$ cat src/rtl/spi_adis_pkg.sv
`default_nettype none
// ============================================================================
// Module  : spi_adis_pkg
// Brief   : Shared types and constants for the ADIS-style SPI register slave.
// Revision: 1.0 - initial release
// ============================================================================
package spi_adis_pkg;

    // Frame-level state of the slave
    typedef enum logic [1:0] {
        ST_IDLE  = 2'd0,
        ST_SHIFT = 2'd1,
        ST_END   = 2'd2
    } state_e;

    localparam int         FRAME_BITS = 16;
    localparam int         REG_WORDS  = 32;
    localparam logic [6:0] ADDR_LIMIT = 7'h40;

    // Bit counter saturates one past a legal frame so long frames stay "wrong"
    localparam logic [4:0] CNT_SAT    = 5'd17;

endpackage : spi_adis_pkg
`default_nettype wire

$ cat src/rtl/spi_sync_edge.sv
`default_nettype none
// ============================================================================
// Module  : spi_sync_edge
// Brief   : Multi-flop synchronizer with single-clk rise/fall pulses taken
//           from the synchronized level.
// Revision: 1.0 - initial release
// ============================================================================
module spi_sync_edge #(
    parameter int   SYNC_STAGES = 2,
    parameter logic RST_VAL     = 1'b1
) (
    input  logic clk,
    input  logic rst,
    input  logic d_i,
    output logic rise_o,
    output logic fall_o
);

    logic [SYNC_STAGES-1:0] sync_q;
    logic                   prev_q;
    logic                   level;

    // Synchronizer chain plus one history flop for edge detection
    always_ff @(posedge clk or posedge rst) begin
        if (rst) begin
            sync_q <= {SYNC_STAGES{RST_VAL}};
            prev_q <= RST_VAL;
        end else begin
            sync_q <= {sync_q[SYNC_STAGES-2:0], d_i};
            prev_q <= sync_q[SYNC_STAGES-1];
        end
    end

    // Edge pulses compare the synchronized level with its previous value
    always_comb begin
        level  = sync_q[SYNC_STAGES-1];
        rise_o = level & ~prev_q;
        fall_o = ~level & prev_q;
    end

endmodule : spi_sync_edge
`default_nettype wire

$ cat src/rtl/spi_adis_slave.sv
`default_nettype none
// ============================================================================
// Module  : spi_adis_slave
// Brief   : 16-bit SPI slave (CPOL=1, CPHA=1) fronting a 32 x 16-bit register
//           file. Reads return data in the following frame; writes commit one
//           byte at frame end. Host side has its own write port.
// Revision: 1.0 - initial release
// ============================================================================
module spi_adis_slave
    import spi_adis_pkg::*;
#(
    parameter int SYNC_STAGES = 2
) (
    input  logic        clk,
    input  logic        rst,
    input  logic        sclk,
    input  logic        cs_n,
    input  logic        rx,
    output logic        tx,
    input  logic        reg_wr_en,
    input  logic [4:0]  reg_addr,
    input  logic [15:0] reg_wdata,
    output logic        wr_evt,
    output logic [6:0]  wr_addr,
    output logic [7:0]  wr_data,
    output logic        frame_done,
    output logic        frame_err
);

    state_e                 state_q, state_d;
    logic                   sclk_rise, sclk_fall, cs_rise, cs_fall;
    logic [SYNC_STAGES-1:0] rx_sync_q;
    logic [4:0]             bit_cnt_q;
    logic [15:0]            rx_sh_q, tx_sh_q, resp_q, resp_d;
    logic                   first_fall_q;
    logic [15:0]            regs_q [REG_WORDS];
    logic                   wr_evt_q, done_q, err_q;
    logic [6:0]             wr_addr_q;
    logic [7:0]             wr_data_q;

    // Frame decode, valid only while in END
    logic                   frame_ok, is_wr, in_range, spi_commit, host_conflict;
    logic [6:0]             f_addr;
    logic [7:0]             f_data;
    logic [4:0]             f_word;

    spi_sync_edge #(.SYNC_STAGES(SYNC_STAGES), .RST_VAL(1'b1)) u_sclk_sync (
        .clk(clk), .rst(rst), .d_i(sclk), .rise_o(sclk_rise), .fall_o(sclk_fall)
    );

    spi_sync_edge #(.SYNC_STAGES(SYNC_STAGES), .RST_VAL(1'b1)) u_cs_sync (
        .clk(clk), .rst(rst), .d_i(cs_n), .rise_o(cs_rise), .fall_o(cs_fall)
    );

    // MOSI needs only a level synchronizer, matched in latency to sclk
    always_ff @(posedge clk or posedge rst) begin
        if (rst) rx_sync_q <= '0;
        else     rx_sync_q <= {rx_sync_q[SYNC_STAGES-2:0], rx};
    end

    // State register
    always_ff @(posedge clk or posedge rst) begin
        if (rst) state_q <= ST_IDLE;
        else     state_q <= state_d;
    end

    // Next-state logic: cs_n edges delimit the frame, END lasts one clk
    always_comb begin
        state_d = state_q;
        case (state_q)
            ST_IDLE:  if (cs_fall) state_d = ST_SHIFT;
            ST_SHIFT: if (cs_rise) state_d = ST_END;
            ST_END:   state_d = ST_IDLE;
            default:  state_d = ST_IDLE;
        endcase
    end

    // Output / decode logic derived from state and captured frame
    always_comb begin
        tx            = (state_q == ST_SHIFT) ? tx_sh_q[15] : 1'b0;
        frame_ok      = (bit_cnt_q == 5'(FRAME_BITS));
        is_wr         = rx_sh_q[15];
        f_addr        = rx_sh_q[14:8];
        f_data        = rx_sh_q[7:0];
        f_word        = f_addr[5:1];
        in_range      = (f_addr < ADDR_LIMIT);
        spi_commit    = (state_q == ST_END) && frame_ok && is_wr && in_range;
        host_conflict = spi_commit && (reg_addr == f_word);
        resp_d        = resp_q;
        if (state_q == ST_END) begin
            resp_d = (frame_ok && !is_wr && in_range) ? regs_q[f_word] : 16'h0000;
        end
    end

    // Shift datapath: sample MOSI on sclk rise, advance MISO on sclk fall
    always_ff @(posedge clk or posedge rst) begin
        if (rst) begin
            bit_cnt_q    <= '0;
            rx_sh_q      <= '0;
            tx_sh_q      <= '0;
            first_fall_q <= 1'b0;
        end else if (state_q == ST_IDLE && cs_fall) begin
            bit_cnt_q    <= '0;
            tx_sh_q      <= resp_q;
            first_fall_q <= 1'b1;
        end else if (state_q == ST_SHIFT) begin
            if (sclk_rise) begin
                rx_sh_q   <= {rx_sh_q[14:0], rx_sync_q[SYNC_STAGES-1]};
                bit_cnt_q <= (bit_cnt_q == CNT_SAT) ? bit_cnt_q : bit_cnt_q + 5'd1;
            end
            // Bit 15 is already on the line at frame start, so the first fall holds it
            if (sclk_fall) begin
                if (first_fall_q) first_fall_q <= 1'b0;
                else              tx_sh_q      <= {tx_sh_q[14:0], 1'b0};
            end
        end
    end

    // Response for the next frame and registered result pulses
    always_ff @(posedge clk or posedge rst) begin
        if (rst) begin
            resp_q    <= '0;
            wr_evt_q  <= 1'b0;
            done_q    <= 1'b0;
            err_q     <= 1'b0;
            wr_addr_q <= '0;
            wr_data_q <= '0;
        end else begin
            resp_q   <= resp_d;
            wr_evt_q <= spi_commit;
            done_q   <= (state_q == ST_END) && frame_ok;
            err_q    <= (state_q == ST_END) && !frame_ok;
            if (spi_commit) begin
                wr_addr_q <= f_addr;
                wr_data_q <= f_data;
            end
        end
    end

    // Register file: SPI byte write wins; a colliding host write is discarded
    always_ff @(posedge clk or posedge rst) begin
        if (rst) begin
            for (int i = 0; i < REG_WORDS; i++) regs_q[i] <= '0;
        end else begin
            if (reg_wr_en && !host_conflict) regs_q[reg_addr] <= reg_wdata;
            if (spi_commit) begin
                if (f_addr[0]) regs_q[f_word][15:8] <= f_data;
                else           regs_q[f_word][7:0]  <= f_data;
            end
        end
    end

    assign wr_evt     = wr_evt_q;
    assign wr_addr    = wr_addr_q;
    assign wr_data    = wr_data_q;
    assign frame_done = done_q;
    assign frame_err  = err_q;

endmodule : spi_adis_slave
`default_nettype wire
$ cat config.mk
export PLATFORM = sky130hd
export DESIGN_NAME = spi_adis_slave
export DESIGN_NICKNAME = d
export VERILOG_FILES = /design/src/rtl/spi_adis_pkg.sv /design/src/rtl/spi_sync_edge.sv /design/src/rtl/spi_adis_slave.sv
export SDC_FILE = /design/constraint.sdc
export NUM_CORES = 2
export LEC_CHECK = 0
export CORE_UTILIZATION = 40
export DETAILED_ROUTE_END_ITERATION = 12
export GPL_ROUTABILITY_DRIVEN = 0
export GPL_TIMING_DRIVEN = 0
export HOLD_SLACK_MARGIN = 0.05
export PLACE_DENSITY = 0.56
export REMOVE_ABC_BUFFERS = 1
export SLEW_MARGIN = 20
export SYNTH_ARGS = -nofsm -noshare
export SYNTH_HDL_FRONTEND = slang
export SYNTH_SLANG_ARGS = --single-unit
$ cat constraint.sdc
create_clock -name clk -period 24.3 [get_ports clk]
set_clock_uncertainty 0.2 [all_clocks]
set_input_delay 4.86 -clock clk [delete_from_list [all_inputs] [get_ports clk]]
set_output_delay 4.86 -clock clk [all_outputs]
set_load 0.005 [all_outputs]
==> results by stage <==
Synthesis:
- The fraction of synthesized cell area taken by the top area cell type is 46.8%.
- After Yosys synthesis, and, or, nand and nor cells account for 11.4% of the synthesized area.
- The synthesized flop and latch total is 594.
- The dominant combinational cell family by area after synthesis is multiplexers.
- A synthesized cell averages 9.80 um2.
- The yosys synthesis warning count is 0.
- Measured against the total synthesized area, the mux share comes to 25.5%.
- Of the total synthesized cell area, the portion taken by full adders, half adders and majority gates is 0.119%.
- The fraction of the yosys area taken by sequential cells is 47.3%.
- In the synthesized netlist the async set-or-reset flop fraction comes to 100%.
- After synthesis the cells add up to 31400 um2.
- Summing the areas of all compound-gate instances in the mapped netlist gives 11.6% of the synthesized area.
- The cell type with the largest total area after synthesis is sky130_fd_sc_hd__dfrtp_1.
- Counting distinct cell types in the post-synthesis netlist gives 42.
- Yosys mapped a number of flops with a built-in enable equal to 0.
- By area the synthesized netlist is led by sky130_fd_sc_hd__dfrtp_1 47%, sky130_fd_sc_hd__mux2i_1 25%, sky130_fd_sc_hd__o21ai_0 8.4%.
- The cell count after synthesis came out at 3208.
- The synthesized netlist devotes 0.251% of its cell area to XOR and XNOR gates.
- For this run, the leading register cell type out of synthesis is sky130_fd_sc_hd__dfrtp_1.

Clock tree:
- After clock tree synthesis, the clock-pin slew on the worst setup and hold paths is 0.06 ns.
- The buffers inserted during post-CTS setup optimization is 0.
- The insertion delay to the later sink of the worst-skew pair is 0.62 ns.
- The number of buffers on the longest clock path is 3.
- The level count of the clock H-tree is 3.
- The number of gates resized after CTS was 0.
- The root cell of the clock tree is sky130_fd_sc_hd__clkbuf_16.
- Clock tree synthesis inserted a total of 67 buffers.
- TritonCTS built the clock tree.
- The number of sinks on the clock net is 594.
- The number of hold buffers added after CTS was 0.

Cells and area:
- The count of antenna diodes in the layout is 0.
- From synthesis to final layout, the design area changed by 12.7%.
- Cells with a size suffix above 1 make up 7.79% of the layout.
- The number of nets in the layout is 3133.
- The final core utilization is 45.6%.

Outcome:
- The run finished with clean final reports.

Floorplanning:
- Measured along the x axis, the die boundary spans 282 um.
- The initial core utilization is 40.5%.
- The floorplan has 102 rows.
- In this run the standard cell core region covers 77600 um2.
- The die covers 79700 um2.
- The number of primary I/O pins is 46.
- In this run the vertical extent of the chip is 282 um.

Power:
- The leakage power summed over all cells is 11.5 nW.
- The maximum vdd drop is 0.0703 mV.
- Dividing total power by cell area gives a power density of 82.0 nW/um2.
- Summing internal, switching and leakage power gives 2.90 mW.

STA:
- The minimum clock period is 7.82 ns.
- Setup repair after global routing left no endpoint under its margin.
- Headroom to the max-slew limit came out at 19.4%.
- The hold violation count in the final report came to 0.
- For this run, the top clock speed supported by timing is 128 MHz.
- The tightest hold path in the finished design has a slack of 0.148 ns.
- At the pin with the least slew margin, the transition time is 1.20 ns.
- The number of pins exceeding their max-slew limit in the final report is 0.
- In the finished design, the share of the clock period the worst path needs comes to 32.2%.
- Setup violations remaining at the end of the flow were counted as 0.

Global routing:
- The first global-routing pass estimated 161000 um of wire.
- The number of antenna violations at the first check in global routing is 2.
- The maximum number of pins on one net before global-route repair is 111.
- The global route total overflow is 0.
- The via count of the first global-routing pass is 24.7k.
- Global routing used 27.1% of the available tracks.

Worst setup path:
- STA puts the critical path data required time at 24.55 ns.
- The sort of element at the start of the critical path is an input pin.
- The worst stage delay on the critical path is 0.70 ns.
- Counting stages on the worst path, the most repeated cell is sky130_fd_sc_hd__buf_6.
- The slowest stage of the critical path belongs to the cell sky130_fd_sc_hd__clkdlybuf4s50_1.
- For the worst setup path, the data arrival time is 8.06 ns.
- STA classifies the critical path endpoint as a register.
- The signal on the critical path passes through clkdlybuf4s50_1, xnor2_1, nand3_1, nor4_4, buf_4, buf_6, buf_6, buf_6, buf_6, buf_6, nor2_4, mux2i_1, o21ai_0.
- The number of buffers and inverters on the critical path is 7.
- The cell family with the largest share of critical-path delay is buffers and inverters.
- The kind of critical path is input pin to register.
- In this run the worst path has a maximum fanout of 16.
- The reg-to-reg setup timing slack is 18.95 ns.

Route:
- The number of nets still failing antenna checks after routing is 0.
- For this run, design rule violations remaining after detail routing come to 0.
- In the routed layout, each cell is associated on average with a via count of 5.93.
- The final layout contains routed wiring with a total length of 108000 um.
- The detailed-route via count is 24.9k.
- The iteration-0 DRC count of the detailed router is 2964.
- In the final routed layout, each cell accounts on average for 25.7 um.
- The first detailed-routing pass took 6 iterations.

Placed design:
- The port buffer count is 45.
- The placed wire-length estimate after detailed placement is 70700 um.

Run:
- The number of maximum-capacitance constraint violations is 0.

Worst hold path:
- The min-delay analysis places its worst path in the category register to register.
power breakdown:
part / switching [mW] / internal [mW]
clock network: 0.429 / 0.622
logic: 0.321 / 0.192
registers: 0.172 / 1.17
total: 0.923 / 1.98
cell usage in the layout, fill, tap and decap left out, types with 6 or more instances in the layout:
cell                              Yosys  final
sky130_fd_sc_hd__mux2i_1            781    781
sky130_fd_sc_hd__nand2_1            634    634
sky130_fd_sc_hd__dfrtp_1            588    579
sky130_fd_sc_hd__o21ai_0            525    525
sky130_fd_sc_hd__o22ai_1            131    131
sky130_fd_sc_hd__nor2_1              82     81
sky130_fd_sc_hd__clkbuf_16            0     68
sky130_fd_sc_hd__nor2_4               0     32
sky130_fd_sc_hd__nor4_1              32     32
sky130_fd_sc_hd__clkdlybuf4s50_1      0     29
sky130_fd_sc_hd__buf_16               0     23
sky130_fd_sc_hd__clkbuf_8             0     20
sky130_fd_sc_hd__buf_2               32     19
sky130_fd_sc_hd__nor3_1              18     18
sky130_fd_sc_hd__mux2_2              17     17
sky130_fd_sc_hd__clkbuf_1           153     17
sky130_fd_sc_hd__a22o_1              16     16
sky130_fd_sc_hd__buf_12               0     15
sky130_fd_sc_hd__nor2b_1             10     10
sky130_fd_sc_hd__dfrtp_4              0      9
sky130_fd_sc_hd__nand3_1             10      8
sky130_fd_sc_hd__buf_6                4      7
sky130_fd_sc_hd__clkinv_2             0      6
sky130_fd_sc_hd__dfstp_2              6      6
cell type report:
type / count / area, um2
clock buffers: 105 / 2040
multi-input cells: 2341 / 15500
fillers: 7314 / 42200
well taps: 1040 / 1300
clock inverters: 18 / 225
flip-flops and latches: 594 / 14900
inverters: 5 / 26.3
repair buffers: 94 / 1410
per-layer routing:
metal | GRT usage (%) | up-vias | share of wire (%)
li1 | - | 11072 | -
met1 | 37.3 | 12501 | 42
met2 | 41.8 | 1090 | 46
met3 | 5.60 | 226 | 8.6
met4 | 10.6 | 4 | 3.5
met5 | 0 | - | 0.024
Yosys cell counts, types with 6 or more instances:
cell type                    n
sky130_fd_sc_hd__dfstp_2     6
sky130_fd_sc_hd__o22ai_1   131
sky130_fd_sc_hd__o21ai_0   525
sky130_fd_sc_hd__buf_4      29
sky130_fd_sc_hd__clkbuf_2   20
sky130_fd_sc_hd__mux2_2     17
sky130_fd_sc_hd__a22o_1     16
sky130_fd_sc_hd__nor3_1     18
sky130_fd_sc_hd__nand2_1   634
sky130_fd_sc_hd__nor4_1     32
sky130_fd_sc_hd__nor2b_1    10
sky130_fd_sc_hd__nand3_1    10
sky130_fd_sc_hd__buf_1      30
sky130_fd_sc_hd__clkbuf_1  153
sky130_fd_sc_hd__dfrtp_1   588
sky130_fd_sc_hd__nor2_2     32
sky130_fd_sc_hd__nor2_1     82
sky130_fd_sc_hd__mux2i_1   781
sky130_fd_sc_hd__buf_2      32
registers in the layout, indices dropped and copies added (netlist names):
signal	cells
bit_cnt_q	5
wr_data	8
frame_err	1
tx_sh_q	16
rx_sh_q	16
first_fall_q	1
u_sclk_sync.sync_q	2
wr_evt	1
resp_q	16
u_cs_sync.prev_q	1
frame_done	1
state_q	2
rx_sync_q	2
u_cs_sync.sync_q	2
regs_q	512
wr_addr	7
u_sclk_sync.prev_q	1
worst paths after layout:
check | from | end | cells after the start
worst max-delay path | reg_addr[4] | regs_q[165] | 13
worst min-delay path | rx_sync_q[0] | rx_sync_q[1] | 0
worst max register to register | bit_cnt_q[0] | regs_q[216] | 8
worst min register to register | rx_sync_q[0] | rx_sync_q[1] | 0
max in group asynchronous | rst | regs_q[8] | 5
min in group asynchronous | rst | rx_sh_q[0] | 2
metrics by stage:
stage	std cells	area (um2)	setup TNS [ns]	setup slack, ns
floorplan	2940	30200	0	2.63
CTS	4197	35400	0	16.57
global route	4197	35400	0	16.39
detailed placement	4074	33200	0	15.92
global placement	4025	32000	-2337.93	-4.05
finish	4197	35400	0	16.48
logic make-up after synthesis:
| kind of cell | Yosys count |
|---|---|
| buffers and inverters | 273 |
| multiplexers | 798 |
| adder cells (fa/ha/maj) | 3 |
| AND/OR/NAND/NOR | 853 |
| AO/OA/AOI/OAI | 678 |
| flip-flops | 594 |
| XOR/XNOR | 9 |
Power figures use the tool's default switching activity.
